## config.mk

```make
export PLATFORM = sky130hd
export DESIGN_NAME = reg_bus_sequencer
export DESIGN_NICKNAME = d
export VERILOG_FILES = /design/src/rtl/reg_bus_sequencer.sv
export SDC_FILE = /design/constraint.sdc
export NUM_CORES = 1
export LEC_CHECK = 0
export CORE_UTILIZATION = 39
export CTS_CLUSTER_DIAMETER = 60
export DETAILED_ROUTE_END_ITERATION = 10
export GPL_TIMING_DRIVEN = 0
export PLACE_DENSITY = 0.75
export SLEW_MARGIN = 20
export SYNTH_ARGS = -nofsm -noshare
export SYNTH_HDL_FRONTEND = slang
export SYNTH_SLANG_ARGS = --single-unit
```

## constraint.sdc

```tcl
create_clock -name clock -period 1.45 [get_ports clock]
set_input_delay 0.29 -clock clock [delete_from_list [all_inputs] [get_ports clock]]
set_output_delay 0.29 -clock clock [all_outputs]
set_load 0.01 [all_outputs]
```

## src/rtl/reg_bus_sequencer.sv

```systemverilog
// reg_bus_sequencer: takes one register-file command at a time, gains the
// shared bus, reads up to two operands, optionally waits for a write-back
// value and writes it to rd, then reports completion (and errors) with a
// one-cycle pulse.
module reg_bus_sequencer #(
  parameter int ADDR_WIDTH = 6,
  parameter int DATA_WIDTH = 32,
  parameter int MAX_ADDR   = 32
) (
  input  logic                  clock,
  input  logic                  reset,
  input  logic                  cmd_valid,
  output logic                  cmd_ready,
  input  logic [1:0]            cmd_op,
  input  logic [ADDR_WIDTH-1:0] cmd_rs1,
  input  logic [ADDR_WIDTH-1:0] cmd_rs2,
  input  logic [ADDR_WIDTH-1:0] cmd_rd,
  output logic                  bus_req,
  input  logic                  bus_gnt,
  output logic [ADDR_WIDTH-1:0] rf_addr,
  output logic                  rf_wrt,
  output logic                  rf_en,
  input  logic [DATA_WIDTH-1:0] bus_rdata,
  output logic                  bus_drive,
  output logic [DATA_WIDTH-1:0] bus_wdata,
  input  logic                  wb_valid,
  input  logic [DATA_WIDTH-1:0] wb_data,
  output logic [DATA_WIDTH-1:0] rs1_val,
  output logic [DATA_WIDTH-1:0] rs2_val,
  output logic                  done,
  output logic                  err
);

  typedef enum logic [2:0] {
    IDLE = 3'd0,
    REQ  = 3'd1,
    RD1  = 3'd2,
    RD2  = 3'd3,
    EXEC = 3'd4,
    WR   = 3'd5,
    DONE = 3'd6
  } state_t;

  localparam logic [1:0] OpRead1     = 2'b00;
  localparam logic [1:0] OpRead2     = 2'b01;
  localparam logic [1:0] OpReadWrite = 2'b10;

  localparam logic [ADDR_WIDTH-1:0] MaxAddr = ADDR_WIDTH'(MAX_ADDR);

  state_t                  state_q, state_d;
  logic [1:0]              op_q;
  logic [ADDR_WIDTH-1:0]   rs1_q, rs2_q, rd_q;
  logic                    err_q;
  logic [DATA_WIDTH-1:0]   rs1_val_q, rs2_val_q, wdata_q;

  logic                    cmd_bad;
  logic                    accept;
  logic                    cap_rs1, cap_rs2, cap_wb;

  // Address check on the incoming command: only addresses the op actually uses count.
  always_comb begin
    cmd_bad = 1'b0;
    case (cmd_op)
      OpRead1:     cmd_bad = (cmd_rs1 > MaxAddr);
      OpRead2:     cmd_bad = (cmd_rs1 > MaxAddr) || (cmd_rs2 > MaxAddr);
      OpReadWrite: cmd_bad = (cmd_rs1 > MaxAddr) || (cmd_rs2 > MaxAddr) ||
                             (cmd_rd > MaxAddr);
      default:     cmd_bad = (cmd_rd > MaxAddr);
    endcase
  end

  // Next-state and output decode; all bus/register-file strobes are gated by the grant.
  always_comb begin
    state_d   = state_q;
    accept    = 1'b0;
    cap_rs1   = 1'b0;
    cap_rs2   = 1'b0;
    cap_wb    = 1'b0;
    cmd_ready = 1'b0;
    bus_req   = 1'b0;
    rf_addr   = '0;
    rf_wrt    = 1'b0;
    rf_en     = 1'b0;
    bus_drive = 1'b0;
    done      = 1'b0;
    err       = 1'b0;
    case (state_q)
      IDLE: begin
        cmd_ready = reset;
        if (cmd_valid && reset) begin
          accept  = 1'b1;
          state_d = cmd_bad ? DONE : REQ;
        end
      end
      REQ: begin
        bus_req = 1'b1;
        if (bus_gnt) begin
          state_d = (op_q == 2'b11) ? EXEC : RD1;
        end
      end
      RD1: begin
        bus_req = 1'b1;
        if (bus_gnt) begin
          rf_en   = 1'b1;
          rf_addr = rs1_q;
          cap_rs1 = 1'b1;
          state_d = (op_q == OpRead1) ? DONE : RD2;
        end
      end
      RD2: begin
        bus_req = 1'b1;
        if (bus_gnt) begin
          rf_en   = 1'b1;
          rf_addr = rs2_q;
          cap_rs2 = 1'b1;
          state_d = (op_q == OpRead2) ? DONE : EXEC;
        end
      end
      EXEC: begin
        bus_req = 1'b1;
        if (wb_valid) begin
          cap_wb  = 1'b1;
          state_d = (rd_q == '0) ? DONE : WR;
        end
      end
      WR: begin
        bus_req = 1'b1;
        if (bus_gnt) begin
          rf_en     = 1'b1;
          rf_wrt    = 1'b1;
          rf_addr   = rd_q;
          bus_drive = 1'b1;
          state_d   = DONE;
        end
      end
      DONE: begin
        done    = 1'b1;
        err     = err_q;
        state_d = IDLE;
      end
      default: state_d = IDLE;
    endcase
  end

  // State register; reset drops straight to IDLE so every strobe falls with it.
  always_ff @(posedge clock or negedge reset) begin
    if (!reset) begin
      state_q <= IDLE;
    end else begin
      state_q <= state_d;
    end
  end

  // Command latch on the handshake, including whether it failed the address check.
  always_ff @(posedge clock or negedge reset) begin
    if (!reset) begin
      op_q  <= '0;
      rs1_q <= '0;
      rs2_q <= '0;
      rd_q  <= '0;
      err_q <= 1'b0;
    end else if (accept) begin
      op_q  <= cmd_op;
      rs1_q <= cmd_rs1;
      rs2_q <= cmd_rs2;
      rd_q  <= cmd_rd;
      err_q <= cmd_bad;
    end
  end

  // Operand and write-back capture; values persist until the next granted read or write-back.
  always_ff @(posedge clock or negedge reset) begin
    if (!reset) begin
      rs1_val_q <= '0;
      rs2_val_q <= '0;
      wdata_q   <= '0;
    end else begin
      if (cap_rs1) rs1_val_q <= bus_rdata;
      if (cap_rs2) rs2_val_q <= bus_rdata;
      if (cap_wb)  wdata_q   <= wb_data;
    end
  end

  assign rs1_val   = rs1_val_q;
  assign rs2_val   = rs2_val_q;
  assign bus_wdata = wdata_q;

endmodule

```

==> metrics.txt, run 1 <==
run status=complete, but fails checks; failing checks=negative hold slack, negative setup slack; Crit. End Element=output pin; DIE HEIGHT=114 microns; Routed Antenna Nets=0; Arr. time, crit path=1810 ps; PortBufs=197; worst path bufs/invs=6; Crit Path Max Fanout=7; Tot Pwr=17.2 mW; P_sw=5.33 mW; top-area cell type share of the netlist area=61.4%; setup tns final=-21430 ps; CP Class=flop to output pin; pwr dens=2070 mW/mm^2; Yosys cell types=42; cells along the critical path=buf_6 -> inv_4 -> and3_4 -> buf_12 -> buf_12 -> a222oi_1 -> inv_1 -> buf_2; smallest setup slack after layout=-647 ps; P_leak=4.04 nW; Reg clk slew, reported paths=50 ps; Peak VDD IR=0.000978 V; die area=0.0130 sq mm; CTS root buffer=clkbuf_16; number of detailed-route iterations in the first pass=5; adder-cell share of the synthesized area=0%; GR Overflow Total=0; EDFF count, synth=0; clock tree from TritonCTS=yes; CP delay by family, top=buffers and inverters; Sequential Power Share=34.2%; Combinational Power Share=41.6%; CTS sink cnt=120; total track usage=22.5%; Synthesized Nets=481; Worst-Margin Slew=642 ps; H-tree Lvls=4; Async SR Flop Fraction=100%; Initial DRC Count=162; Synth Area in Simple Gates=11.6%; fmax=0.477 GHz; Int Power=11.8 mW; Wirelength per Cell=16.8 microns; clock latency on the worst-skew pair=400 ps; most numerous cell on the critical path=buf_12; Max Cap Viol=0; Residual DRC=0; vias in the first global route=4218; Final Util=68.6%; combinational family with the most area after synthesis=multiplexers; Syn Inst Count=392; minimum clock period=2100 ps; I/O pins=198; total wire length=13.9 mm; Worst Setup Start Kind=flop; leading area contributor after synthesis=dfrtp_1; core area=0.0121 sq mm; # diodes=0; worst hold path class=primary input to async pin; synth top area cells=dfrtp_1 61%, mux2_2 18%, nand2_1 7.8%; sequential fraction of the synthesis area=61.4%; Crit-path slowest cell=dfrtp_1; Via Count=3976; fin crit share=145%; Hold Slack=-116 ps; CP Data Required Time=1160 ps; Final nets=735; share of cells above drive strength 1=32.5%; Die X=114 microns; Max stage delay on crit path=370 ps; most frequent cells after synthesis=120 x dfrtp_1, 102 x nand2_1, 80 x mux2_2, 13 x buf_2, 8 x inv_1; register bit total from synthesis=120; antenna violations before repair=0; Slew headroom=57.2%; Starting Density=40.4%; RSZ-0062 raised after global routing=yes; largest net degree at the start of global routing=71; switch share=31.0%; first-pass GRT wire length=22.3 mm; final count of hold timing violations=66; most numerous cell in the Yosys netlist=dfrtp_1; clock tree buffer depth=2; Final setup violation count=100; Avg Inst Size Synth=12.5 sq um; vias per cell=4.81; pins over their slew limit=0; Synth Area in Compound Gates=4.71%; P&R area growth vs syn=69.8%; Final GP Congestion=0.856; Netlist Area Pre-Place=0.00489 sq mm; top_reg_cell synth=dfrtp_1; yosys warns=0; XOR/XNOR share of the synthesized area=0.179%; post-synthesis mux area share=19.3%; clock share of power=24.3%; DPL Wire Length=9.16 mm; Num CTS Buffers=17; clk_skew=4.89 ps; Cell Rows=40
## cells in the final DEF, fill, tap and decap left out, drive strengths merged, types with 2 or more instances in the layout
cell	synthesis	routed
a21oi	3	3
nor2b	3	3
dlygate4sd2	0	106
and3	4	4
dfrtp	120	120
mux2	84	84
o21ai	2	2
buf	15	71
nor2	5	5
nand2	102	102
inv	8	8
clkdlybuf4s50	0	77
clkinv	0	5
nand3	3	3
bufinv	0	2
a222oi	6	6
or3	2	2
clkbuf	6	26
a31oi	2	2
or2	3	3
a221o	2	2
a21boi	2	2
o311a	2	2
## per-stage QoR
step / hold slack [ps] / cells / setup slack [ps] / area, sq um
floorplan: -5.59 / 392 / -95.5 / 4990
global placement: 459 / 757 / -5090 / 7170
detailed placement: 339 / 758 / -1210 / 7200
CTS: -95.2 / 827 / -645 / 8290
global route: -73.4 / 827 / -721 / 8300
finish: -116 / 827 / -647 / 8300
## metal layers
layer / routed length (microns) / share of wire, % / global-route usage (%)
met5: 0 / 0 / 0
met2: 7040 / 51 / 39.2
met3: 854 / 6.2 / 6.16
met1: 5790 / 42 / 27.0
met4: 183 / 1.3 / 7.01
## flip-flops by register name (all words and copies together), names as in the netlist
signal and cells:
rs1_val 32, err_q 1, rd_q 6, rs2_q 6, rs1_q 6, state_q 3, rs2_val 32, bus_wdata 32
op_q 2
## worst paths after layout
check,endpoint,cells past startpoint,slack [ps],from
worst min-delay path,rs2_val[11]$_DFFE_PN0P_,1,-120,reset
worst min register to register,rs2_val[19]$_DFFE_PN0P_,2,460,rs2_val[19]$_DFFE_PN0P_
worst max register to register,rs2_q[4]$_DFFE_PN0P_,8,-280,state_q[0]$_DFFE_PN0P_
worst max-delay path,rf_addr[0],8,-650,state_q[0]$_DFFE_PN0P_
min in group clock,rs1_q[4]$_DFFE_PN0P_,2,260,cmd_rs1[4]
max in group asynchronous,rs2_val[1]$_DFFE_PN0P_,2,870,reset
## kinds of logic after synthesis
family,after synthesis
flops,120
simple gates,131
mux,84
compound gates,27
buf+inv,29
xor+xnor,1
## power groups by stage
stage / Sequential, mW / Combinational [mW] / Clock, mW
finish: 5.87 / 7.14 / 4.17
global route: 6.07 / 7.66 / 4.41
CTS: 5.86 / 7.09 / 4.24
detailed placement: 5.96 / 6.92 / 0
global placement: 5.87 / 6.76 / 0
floorplan: 6.42 / 2.64 / 0
## layout make-up
class / instances / area (sq um)
fill: 933 / 3810
sequential: 120 / 3010
timing repair buffer: 236 / 2270
multi-input combinational: 243 / 1950
clock buffer: 24 / 502
buffer: 20 / 236
tap: 168 / 210
clock inverter: 8 / 92.6
inverter: 8 / 32.5
## what timing repair did
item,4_1_cts,5_1_grt
endpoints found under the setup margin,227,130
endpoints found under the hold margin,66,66
cloned,6,0
pin swaps,23,15
gates resized for setup,250,16
setup buffers,32,6
Power figures use the tool's default switching activity.
==> run 2, diff against run 1 <==
Settings changed: ABC_AREA from default to 1, CORE_ASPECT_RATIO from default to 0.75, CORE_UTILIZATION 39 to 40, PLACE_DENSITY 0.75 to 0.76, REMOVE_ABC_BUFFERS from default to 1.
==> metrics.txt, run 2 <==
most numerous cell on the critical path=buf_6; total track usage=24.7%; run status=complete, but fails checks; Reg clk slew, reported paths=60 ps; Via Count=4665; clock tree buffer depth=2; worst hold path class=primary input to async pin; fin crit share=139%; P_leak=4.29 nW; pins over their slew limit=0; Final nets=841; share of cells above drive strength 1=25.9%; Avg Inst Size Synth=10.4 sq um; Final GP Congestion=0.857; Residual DRC=0; Slew headroom=61.6%; RSZ-0062 raised after global routing=yes; Max Cap Viol=0; R2R depth=8; vias in the first global route=4672; synth top area cells=dfrtp_1 57%, nand2_1 11%, mux2_4 8.6%; dpl cell area=0.00723 sq mm; minimum clock period=2020 ps; total wire length=16.8 mm; sequential fraction of the synthesis area=57.1%; I/O pins=198; Max stage delay on crit path=420 ps; fmax=0.496 GHz; EDFF count, synth=0; WP depth=9; cells along the critical path=buf_12 -> nor2_4 -> nand2_2 -> nor2_4 -> buf_6 -> buf_6 -> nand2_2 -> nand3_2 -> buf_6; die area=0.0136 sq mm; PortBufs=197; smallest setup slack after layout=-566 ps; pwr dens=2120 mW/mm^2; Hold Slack=-228 ps; Cell Rows=35; top-area cell type share of the netlist area=57.1%; Final Util=67.1%; largest net degree at the start of global routing=74; DIE HEIGHT=101 microns; Initial DRC Count=196; Wirelength per Cell=18.1 microns; H-tree Lvls=4; Die X=134 microns; clock latency on the worst-skew pair=410 ps; FF-to-FF End=bus_wdata[16]$_DFFE_PN0P_; top_reg_cell synth=dfrtp_1; core area=0.0126 sq mm; DPL Wire Length=9.37 mm; Netlist Area Pre-Place=0.00526 sq mm; Starting Density=41.9%; Routed Antenna Nets=0; most frequent cells in the layout=142 x nand2_1, 117 x dfrtp_1, 96 x dlygate4sd2_1; Peak VDD IR=0.00114 V; Crit. End Element=output pin; yosys warns=0; R2R Setup Slk=-410 ps; most common cell after layout, fill and taps aside=nand2_1; most numerous cell in the Yosys netlist=nand2_1; R2R Path Start=state_q[1]$_DFFE_PN0P_; Arr. time, crit path=1730 ps; CP Data Required Time=1160 ps; number of detailed-route iterations in the first pass=4; CTS sink cnt=120; Finished Cell Area=0.00844 sq mm; Crit Path Max Fanout=3; P&R area growth vs syn=60.4%; Syn Inst Count=506; leading area contributor after synthesis=dfrtp_1; GR Overflow Total=0; failing checks=negative hold slack, negative setup slack; Async SR Flop Fraction=100%; CP delay by family, top=buffers and inverters; Yosys cell types=29; Worst Setup EP=rf_addr[1]; clock tree from TritonCTS=yes; Worst Setup Start Kind=flop; Post-Place Setup Slack=-1590 ps; CTS root buffer=clkbuf_16; antenna violations before repair=0; Worst-Margin Slew=576 ps; CP Class=flop to output pin; Worst Setup SP=state_q[1]$_DFFE_PN0P_; Num CTS Buffers=17; vias per cell=5.01; first-pass GRT wire length=25.2 mm; clk_skew=6.41 ps; worst path bufs/invs=4; # diodes=0; Final setup violation count=126; Crit-path slowest cell=dfrtp_2; final count of hold timing violations=71; fill cell count=920; register bit total from synthesis=120; most frequent cells after synthesis=150 x nand2_1, 120 x dfrtp_1, 47 x inv_1, 33 x o21ai_1, 30 x mux2_4
==> run 2: cell families (layout without fill, tap and decap cells) <==
family	Yosys count	after routing	share of synthesized area, %
compound gates	83	83	9.63
mux	32	32	8.99
simple gates	193	200	15.6
flops	120	120	57.1
buf+inv	78	330	8.68
==> run 2: final cells by class <==
cell class / instances / area [sq um] / share of cell area (%)
sequential: 120 / 3010 / 35.6
timing repair buffer: 241 / 2360 / 28.0
multi-input combinational: 315 / 2020 / 24.0
clock buffer: 17 / 425 / 5.04
inverter: 55 / 231 / 2.74
tap: 166 / 208 / 2.46
clock inverter: 15 / 166 / 1.97
timing repair inverter: 2 / 15.0 / 0.178
==> run 2: metrics by stage <==
step / power [mW] / setup TNS (ps) / cells
after CTS: 17.3 / -19440 / 914
final: 17.9 / -30720 / 931
after floorplan: 9.17 / -36900 / 483
after global placement: 12.7 / -733190 / 846
after detailed placement: 13.0 / -98360 / 847
after global routing: 18.9 / -39740 / 931
==> run 2: repair_timing <==
action,4_1_cts,5_1_grt
endpoints found under the setup margin,229,132
gates resized for setup,198,36
cloned,7,5
setup buffers,28,12
hold endpoints to repair,71,71
pin swaps,13,14
==> run 2: how the worst min path moves through the flow <==
stage                          from                        end  slack, ps  cells after the start
3_3_place_gp   rs2_q[2]$_DFFE_PN0P_       rs2_q[2]$_DFFE_PN0P_        460                      2
5_1_grt                       reset  bus_wdata[10]$_DFFE_PN0P_       -230                      1
6_report                      reset  bus_wdata[10]$_DFFE_PN0P_       -230                      1
2_1_floorplan                 reset   bus_wdata[0]$_DFFE_PN0P_         -6                      0
3_5_place_dp                  reset  bus_wdata[10]$_DFFE_PN0P_        350                      1
4_1_cts                       reset  bus_wdata[10]$_DFFE_PN0P_       -230                      1
==> run 2: worst register-to-register path: stages, from the launching register on <==
cell       delay (ps)
dfrtp_2           420
buf_12            140
buf_12            120
nor2_4            160
nand2_4            90
buf_6             150
nor2_8            160
clkbuf_16         200
mux2_4            310
==> run 2: layer usage <==
metal,vias to the layer above,GRT usage (%),share of wire (%)
met2,205,41.8,50
met4,0,9.33,2.4
met5,-,0,0
li1,2128,-,-
met3,37,7.61,7.0
met1,2295,29.9,41
==> run 2: where the power goes <==
part | internal (mW) | switching, mW
Clock | 2.56 | 1.62
Sequential | 4.93 | 0.943
Combinational | 3.91 | 3.91
Total | 11.4 | 6.48
